`src/rtl/hazard_stall_if.sv`:
```
// Bundle of hazard inputs from the ID/EX stages and the stall/flush controls
// returned to the pipeline latches. The unit uses the slave side.
interface hazard_stall_if #(
  parameter int CNT_W = 16
);
  logic             IDEX_MemRead;
  logic [3:0]       IDEX_rd;
  logic [3:0]       IFID_rs;
  logic [3:0]       IFID_rt;
  logic             IFID_uses_rs;
  logic             IFID_uses_rt;
  logic             branch_taken;
  logic             halt_in;
  logic             mem_busy;
  logic             pc_wen;
  logic             ifid_wen;
  logic             ifid_flush;
  logic             idex_bubble;
  logic             stall_en;
  logic             halted;
  logic [CNT_W-1:0] stall_count;

  modport master (
    output IDEX_MemRead, IDEX_rd, IFID_rs, IFID_rt, IFID_uses_rs, IFID_uses_rt,
           branch_taken, halt_in, mem_busy,
    input  pc_wen, ifid_wen, ifid_flush, idex_bubble, stall_en, halted, stall_count
  );

  modport slave (
    input  IDEX_MemRead, IDEX_rd, IFID_rs, IFID_rt, IFID_uses_rs, IFID_uses_rt,
           branch_taken, halt_in, mem_busy,
    output pc_wen, ifid_wen, ifid_flush, idex_bubble, stall_en, halted, stall_count
  );
endinterface

```
`src/rtl/hazard_stall_unit.sv`:
```
// Pipeline hazard/stall controller: load-use interlock, branch squash,
// memory-busy freeze, HLT drain and a saturating stall-cycle counter.
module hazard_stall_unit #(
  parameter int DRAIN_CYCLES = 3,
  parameter int CNT_W        = 16
) (
  input  logic           clk,
  input  logic           rst_n,
  hazard_stall_if.slave  bus
);

  localparam int DW = (DRAIN_CYCLES < 2) ? 1 : $clog2(DRAIN_CYCLES + 1);

  typedef enum logic [1:0] {RUN, DRAIN, HALTED} state_t;

  state_t           state, state_eff, next_state;
  logic [DW-1:0]    drain_cnt, drain_next;
  logic [CNT_W-1:0] stall_cnt;
  logic             load_use, count_inc;
  logic             pc_wen, ifid_wen, ifid_flush, idex_bubble, stall_en;

  // Outputs decode as RUN while reset is held, whatever the register holds.
  assign state_eff = rst_n ? state : RUN;

  always_comb begin
    load_use = bus.IDEX_MemRead && (bus.IDEX_rd != 4'd0) &&
               ((bus.IFID_uses_rs && (bus.IFID_rs == bus.IDEX_rd)) ||
                (bus.IFID_uses_rt && (bus.IFID_rt == bus.IDEX_rd)));
  end

  always_comb begin
    pc_wen      = 1'b1;
    ifid_wen    = 1'b1;
    ifid_flush  = 1'b0;
    idex_bubble = 1'b0;
    stall_en    = 1'b0;
    next_state  = state_eff;
    drain_next  = drain_cnt;
    case (state_eff)
      RUN: begin
        if (bus.mem_busy) begin
          pc_wen   = 1'b0;
          ifid_wen = 1'b0;
          stall_en = 1'b1;
        end else if (load_use) begin
          pc_wen      = 1'b0;
          ifid_wen    = 1'b0;
          idex_bubble = 1'b1;
        end else if (bus.halt_in) begin
          pc_wen     = 1'b0;
          ifid_flush = 1'b1;
          drain_next = DW'(DRAIN_CYCLES);
          next_state = DRAIN;
        end else if (bus.branch_taken) begin
          ifid_flush = 1'b1;
        end
      end
      DRAIN: begin
        pc_wen = 1'b0;
        if (bus.mem_busy) begin
          ifid_wen = 1'b0;
          stall_en = 1'b1;
        end else begin
          ifid_flush  = 1'b1;
          idex_bubble = 1'b1;
          drain_next  = drain_cnt - DW'(1);
          // A zero count only arises with DRAIN_CYCLES=0; treat it as done.
          if (drain_cnt <= DW'(1)) next_state = HALTED;
        end
      end
      default: begin
        pc_wen   = 1'b0;
        ifid_wen = 1'b0;
        stall_en = 1'b1;
      end
    endcase
    count_inc = (state_eff != HALTED) && (!pc_wen || stall_en || idex_bubble);
  end

  always_ff @(posedge clk) begin
    if (!rst_n) begin
      state     <= RUN;
      drain_cnt <= '0;
      stall_cnt <= '0;
    end else begin
      state     <= next_state;
      drain_cnt <= drain_next;
      if (count_inc && (stall_cnt != '1)) stall_cnt <= stall_cnt + CNT_W'(1);
    end
  end

  assign bus.pc_wen      = pc_wen;
  assign bus.ifid_wen    = ifid_wen;
  assign bus.ifid_flush  = ifid_flush;
  assign bus.idex_bubble = idex_bubble;
  assign bus.stall_en    = stall_en;
  assign bus.halted      = (state == HALTED);
  assign bus.stall_count = stall_cnt;

endmodule

```
`src/flat_wrapper.sv`:
```
// flat-port wrapper written by rule: the top's interface ports become plain ports
module hazard_stall_unit_flat 
#(
  parameter int DRAIN_CYCLES = 3,
  parameter int CNT_W        = 16
)
  (clk, rst_n, bus_IDEX_MemRead, bus_IDEX_rd, bus_IFID_rs, bus_IFID_rt, bus_IFID_uses_rs, bus_IFID_uses_rt, bus_branch_taken, bus_halt_in, bus_mem_busy, bus_pc_wen, bus_ifid_wen, bus_ifid_flush, bus_idex_bubble, bus_stall_en, bus_halted, bus_stall_count);
  hazard_stall_if #(.CNT_W(CNT_W)) bus_i ();
  input  logic clk;
  input  logic rst_n;
  input wire logic [$bits(bus_i.IDEX_MemRead)-1:0] bus_IDEX_MemRead;
  input wire logic [$bits(bus_i.IDEX_rd)-1:0] bus_IDEX_rd;
  input wire logic [$bits(bus_i.IFID_rs)-1:0] bus_IFID_rs;
  input wire logic [$bits(bus_i.IFID_rt)-1:0] bus_IFID_rt;
  input wire logic [$bits(bus_i.IFID_uses_rs)-1:0] bus_IFID_uses_rs;
  input wire logic [$bits(bus_i.IFID_uses_rt)-1:0] bus_IFID_uses_rt;
  input wire logic [$bits(bus_i.branch_taken)-1:0] bus_branch_taken;
  input wire logic [$bits(bus_i.halt_in)-1:0] bus_halt_in;
  input wire logic [$bits(bus_i.mem_busy)-1:0] bus_mem_busy;
  output wire logic [$bits(bus_i.pc_wen)-1:0] bus_pc_wen;
  output wire logic [$bits(bus_i.ifid_wen)-1:0] bus_ifid_wen;
  output wire logic [$bits(bus_i.ifid_flush)-1:0] bus_ifid_flush;
  output wire logic [$bits(bus_i.idex_bubble)-1:0] bus_idex_bubble;
  output wire logic [$bits(bus_i.stall_en)-1:0] bus_stall_en;
  output wire logic [$bits(bus_i.halted)-1:0] bus_halted;
  output wire logic [$bits(bus_i.stall_count)-1:0] bus_stall_count;
  assign bus_i.IDEX_MemRead = bus_IDEX_MemRead;
  assign bus_i.IDEX_rd = bus_IDEX_rd;
  assign bus_i.IFID_rs = bus_IFID_rs;
  assign bus_i.IFID_rt = bus_IFID_rt;
  assign bus_i.IFID_uses_rs = bus_IFID_uses_rs;
  assign bus_i.IFID_uses_rt = bus_IFID_uses_rt;
  assign bus_i.branch_taken = bus_branch_taken;
  assign bus_i.halt_in = bus_halt_in;
  assign bus_i.mem_busy = bus_mem_busy;
  assign bus_pc_wen = bus_i.pc_wen;
  assign bus_ifid_wen = bus_i.ifid_wen;
  assign bus_ifid_flush = bus_i.ifid_flush;
  assign bus_idex_bubble = bus_i.idex_bubble;
  assign bus_stall_en = bus_i.stall_en;
  assign bus_halted = bus_i.halted;
  assign bus_stall_count = bus_i.stall_count;
  hazard_stall_unit #(.DRAIN_CYCLES(DRAIN_CYCLES), .CNT_W(CNT_W)) u_core (.clk(clk), .rst_n(rst_n), .bus(bus_i));
endmodule
```
`config.mk`:
```
export PLATFORM = sky130hd
export DESIGN_NAME = hazard_stall_unit_flat
export DESIGN_NICKNAME = d
export VERILOG_FILES = /design/src/rtl/hazard_stall_if.sv /design/src/rtl/hazard_stall_unit.sv /design/src/flat_wrapper.sv
export SDC_FILE = /design/constraint.sdc
export NUM_CORES = 1
export LEC_CHECK = 0
export CORE_MARGIN = 1
export CORE_UTILIZATION = 49
export CTS_CLUSTER_DIAMETER = 80
export CTS_CLUSTER_SIZE = 16
export DETAILED_ROUTE_END_ITERATION = 8
export PLACE_DENSITY = 0.85
export RECOVER_POWER = 100
export SKIP_LAST_GASP = 1
export SLEW_MARGIN = 20
export SYNTH_ARGS = -nofsm -noshare
export SYNTH_HDL_FRONTEND = slang
export SYNTH_SLANG_ARGS = --single-unit
```
`constraint.sdc`:
```
create_clock -name clk -period 3.9 [get_ports clk]
set_clock_uncertainty 0.15 [all_clocks]
set_input_delay 0.78 -clock clk [delete_from_list [all_inputs] [get_ports clk]]
set_output_delay 0.78 -clock clk [all_outputs]
set_load 0.01 [all_outputs]
```
==> flow_summary_export.csv, run 1 <==
group,metric,value,unit
power_and_ir_drop,p_leak,0.000629,uW
worst_setup_path,rr_startpoint,"u_core.bus.stall_count[0]$_SDFFE_PN0P_",
synthesis,synth_top_cell_by_area,"sky130_fd_sc_hd__dfxtp_1",
cts,root_buffer,"sky130_fd_sc_hd__clkbuf_4",
cts,post_cts_buffers,0,
routing,antenna_violating_nets_post_route,0,
min_path,worst_hold_path.endpoint,"u_core.bus.stall_count[12]$_SDFFE_PN0P_",
global_route,via_count_of_the_first_global_routing_pass,1287,
layout,syn_to_final_growth,37.7,%
worst_setup_path,timing.critical_path.fanout_max,3,
sta,final_number_of_max_transition_violations,0,
min_path,min_from,"u_core.bus.stall_count[12]$_SDFFE_PN0P_",
global_route,grt_first_pass_wirelength,5.61,mm
sta,max_slew.worst_pin.slew,0.662,ns
power_and_ir_drop,vdd.ir_drop.worst,323,uV
synthesis,synth_cell_types,39,
worst_setup_path,crit_path_end_kind,"output pin",
layout,top_library_cells_by_usage_in_the_layout_fill_and_taps_aside,"sky130_fd_sc_hd__clkdlybuf4s50_1 (22), sky130_fd_sc_hd__dfxtp_1 (20), sky130_fd_sc_hd__dlygate4sd3_1 (18)",
synthesis,synth_top_cell_area_share,31.9,%
routing,detailroute.via_count,1391,
worst_setup_path,ff2ff_setup_slack,1.68,ns
sta,fin_tns_setup,0,ns
layout,drive_above_1_share,5.05,%
cts,numCtsBuffers,3,
worst_setup_path,worst-endpoint-arrival,2.85,ns
flow_run,max_cap_violations,0,
worst_setup_path,timing.setup.critical_path_class,"in2out",
sta,setup_viol,0,
global_route,gr-usage-all-layers,27.6,%
routing,drt_pre_antenna_iters,4,
cts,cts_hold_buffers,0,
sta,slew_headroom,55.9,%
cts,clk_path_buf_depth,2,
min_path,holdPathStages,2,
routing,wire_per_inst,15.5,um
min_path,timing.hold.worst.class,"reg2reg",
cts,clock_insertion_delay_worst_skew,0.32,ns
floorplan,placementRows,17,
floorplan,ios,42,
power_and_ir_drop,pwr-share-comb,18.5,%
place,dpl.hpwl,2.63,mm
cts,clkSinkCount,20,
global_route,grt_start_max_net_pins,30,
layout,antennaDiodeCount,0,
routing,totalWireLength,3.50,mm
global_route,grt_antenna_before_repair,0,
sta,final.min_clock_period,3.78,ns
power_and_ir_drop,power.sequential.fraction,45.3,%
power_and_ir_drop,power_density,280,nW/um^2
routing,average_vias_per_placed_instance,6.15,
floorplan,start_util,54.2,%
worst_setup_path,worstReg2RegEnd,"u_core.bus.stall_count[9]$_SDFFE_PN0P_",
worst_setup_path,startpoint_type,"input pin",
sta,final_critical_path_share_of_the_clock_period,97.0,%
layout,mostFrequentLayoutCell,"sky130_fd_sc_hd__clkdlybuf4s50_1",
cts,cts_resized,0,
layout,summed_area_of_non_filler_cells_in_the_final_layout,1730,um^2
sta,timing.fmax,264,MHz
sta,rsz0062_at_grt,"false",
cts,cts_htree_levels,1,
synthesis,synth_warnings,0,
place,post_dp_cell_area,1680,um^2
status,outcome,"completed",
place,routabilityCongestion,0.790,
cts,cts_tree,"built",
sta,finalHoldViolCount,0,
power_and_ir_drop,internal_power_component,360,uW
synthesis,synthesis.area_per_instance,8.00,um^2
floorplan,die_w,52.6,um
synthesis,syn-instance-count,157,
synthesis,ys_ff_latch,20,
power_and_ir_drop,power.switching_fraction,25.5,%
routing,detailedRoute.firstIterationViolations,25,
synthesis,post_synth_main_area_contributors,"sky130_fd_sc_hd__dfxtp_1 (32%), sky130_fd_sc_hd__a21oi_1 (5.2%), sky130_fd_sc_hd__nand2_1 (4.5%)",
layout,nNetsFinal,221,
power_and_ir_drop,power.share.clock,36.3,%
worst_setup_path,timing.reg2reg.worst_path_depth,7,
floorplan,full_die_area,2770,um^2
cts,clk_pin_slew_worst_paths,0.11,ns
floorplan,die_y,52.6,um
global_route,grt-ovfl-total,0,
synthesis,synth_area,1260,um^2
routing,drc_errors,0,
synthesis,synth.yosys.seq_area_share,31.9,%
place,port_buffers,41,
worst_setup_path,critical_path_rt,2.97,ns
floorplan,placeableCoreArea,2320,um^2
power_and_ir_drop,power.net_switching,124,uW
synthesis,syn-num-nets,179,
[critical path: stages]
cell and delay [ns]:
sky130_fd_sc_hd__clkdlybuf4s50_1 0.48, sky130_fd_sc_hd__o41a_1 0.47, sky130_fd_sc_hd__nand3_1 0.15, sky130_fd_sc_hd__nor4_4 0.05
sky130_fd_sc_hd__nor3_1 0.32, sky130_fd_sc_hd__clkdlybuf4s50_1 0.60
[state kept, by name (all words and copies together) (netlist names)]
| register | count |
|---|---|
| u_core.drain_cnt | 2 |
| u_core.state | 2 |
| u_core.bus.stall_count | 16 |
[metrics by stage]
step / setup WS, ns / cells / utilization, % / hold slack, ns / power [uW]
floorplan: 0.925 / 157 / - / 0.349 / 269
global placement: 0.116 / 222 / 72.6 / 0.319 / 310
detailed placement: 0.0448 / 222 / 72.6 / 0.351 / 314
CTS: 0.0289 / 226 / 74.9 / 0.368 / 486
global route: 0.00383 / 226 / 74.6 / 0.393 / 503
finish: 0.117 / 226 / 74.6 / 0.363 / 484
[worst max-delay path by stage]
stage / startpoint / end / slack [ns] / cells past startpoint
6_report: bus_IDEX_rd[0] / bus_pc_wen / 0.12 / 6
5_1_grt: bus_IDEX_rd[0] / bus_idex_bubble / 0.004 / 8
4_1_cts: bus_IDEX_rd[0] / bus_ifid_flush / 0.03 / 8
3_5_place_dp: bus_IDEX_rd[0] / bus_ifid_flush / 0.04 / 8
3_3_place_gp: bus_IDEX_rd[1] / bus_ifid_flush / 0.12 / 8
2_1_floorplan: bus_IDEX_rd[1] / bus_ifid_flush / 0.92 / 6
[cell families after synthesis]
kind of cell    count (synthesis)  share of synthesized area (%)
xor+xnor                        8                           5.58
flops                          20                           31.9
compound gates                 39                           20.5
fa+ha+maj                       2                           1.99
mux                             3                           2.39
simple gates                   74                           33.3
buf+inv                        11                           4.38
[per-layer routing]
layer  vias up  track usage [%]  routed length, um
met4         0             7.89                 49
li1        670                -                  -
met1       649             30.8               1440
met2        66             50.8               1800
met3         6             6.96                214
met5         -                0                  0
[synth_stat cells]
cell                       instances
sky130_fd_sc_hd__dfxtp_1          20
sky130_fd_sc_hd__nand2_1          15
sky130_fd_sc_hd__a21oi_1          13
sky130_fd_sc_hd__nor2_1           12
sky130_fd_sc_hd__nand3_1           9
sky130_fd_sc_hd__nand4_1           7
sky130_fd_sc_hd__xor2_1            6
sky130_fd_sc_hd__o21a_1            5
sky130_fd_sc_hd__inv_1             4
sky130_fd_sc_hd__nand2b_1          4
sky130_fd_sc_hd__nor4_1            4
sky130_fd_sc_hd__o21ai_1           4
sky130_fd_sc_hd__o31ai_1           4
sky130_fd_sc_hd__or4_1             4
sky130_fd_sc_hd__clkbuf_1          3
sky130_fd_sc_hd__mux2i_1           3
sky130_fd_sc_hd__nor2b_1           3
sky130_fd_sc_hd__nor3_1            3
sky130_fd_sc_hd__o31a_1            3
sky130_fd_sc_hd__or3_1             3
sky130_fd_sc_hd__a211oi_1          2
sky130_fd_sc_hd__a31oi_1           2
sky130_fd_sc_hd__buf_2             2
sky130_fd_sc_hd__ha_1              2
sky130_fd_sc_hd__nor3_2            2
sky130_fd_sc_hd__nor3b_1           2
sky130_fd_sc_hd__nor4_2            2
sky130_fd_sc_hd__or3b_1            2
sky130_fd_sc_hd__xnor2_1           2
sky130_fd_sc_hd__a221oi_1          1
sky130_fd_sc_hd__a32oi_1           1
sky130_fd_sc_hd__buf_4             1
sky130_fd_sc_hd__buf_6             1
sky130_fd_sc_hd__nand3b_1          1
sky130_fd_sc_hd__o211ai_1          1
sky130_fd_sc_hd__o21ai_0           1
sky130_fd_sc_hd__o21ba_2           1
sky130_fd_sc_hd__o41a_1            1
sky130_fd_sc_hd__or4b_1            1
[area by class of cell]
type	count	area (um^2)
clock buffers	3	22.5
clock inverters	1	30.0
fillers	179	588
inverters	4	15.0
multi-input cells	126	805
flip-flops and latches	20	400
well taps	28	35.0
repair buffers	44	423
[power groups by stage]
stage	Sequential [uW]	Clock, uW	Combinational, uW
2_1_floorplan	222	0	46.8
3_3_place_gp	223	0	86.5
3_5_place_dp	224	0	90.5
4_1_cts	219	176	91.0
5_1_grt	220	185	97.3
6_report	219	175	89.3
Power figures use the tool's default switching activity.
==> inputs of run 2 (changes only) <==
- ABC_CLOCK_PERIOD_IN_PS: not set -> 3900
==> results of run 2 <==
Same layout as run 1: the final DEF is identical, and so are final timing and power.
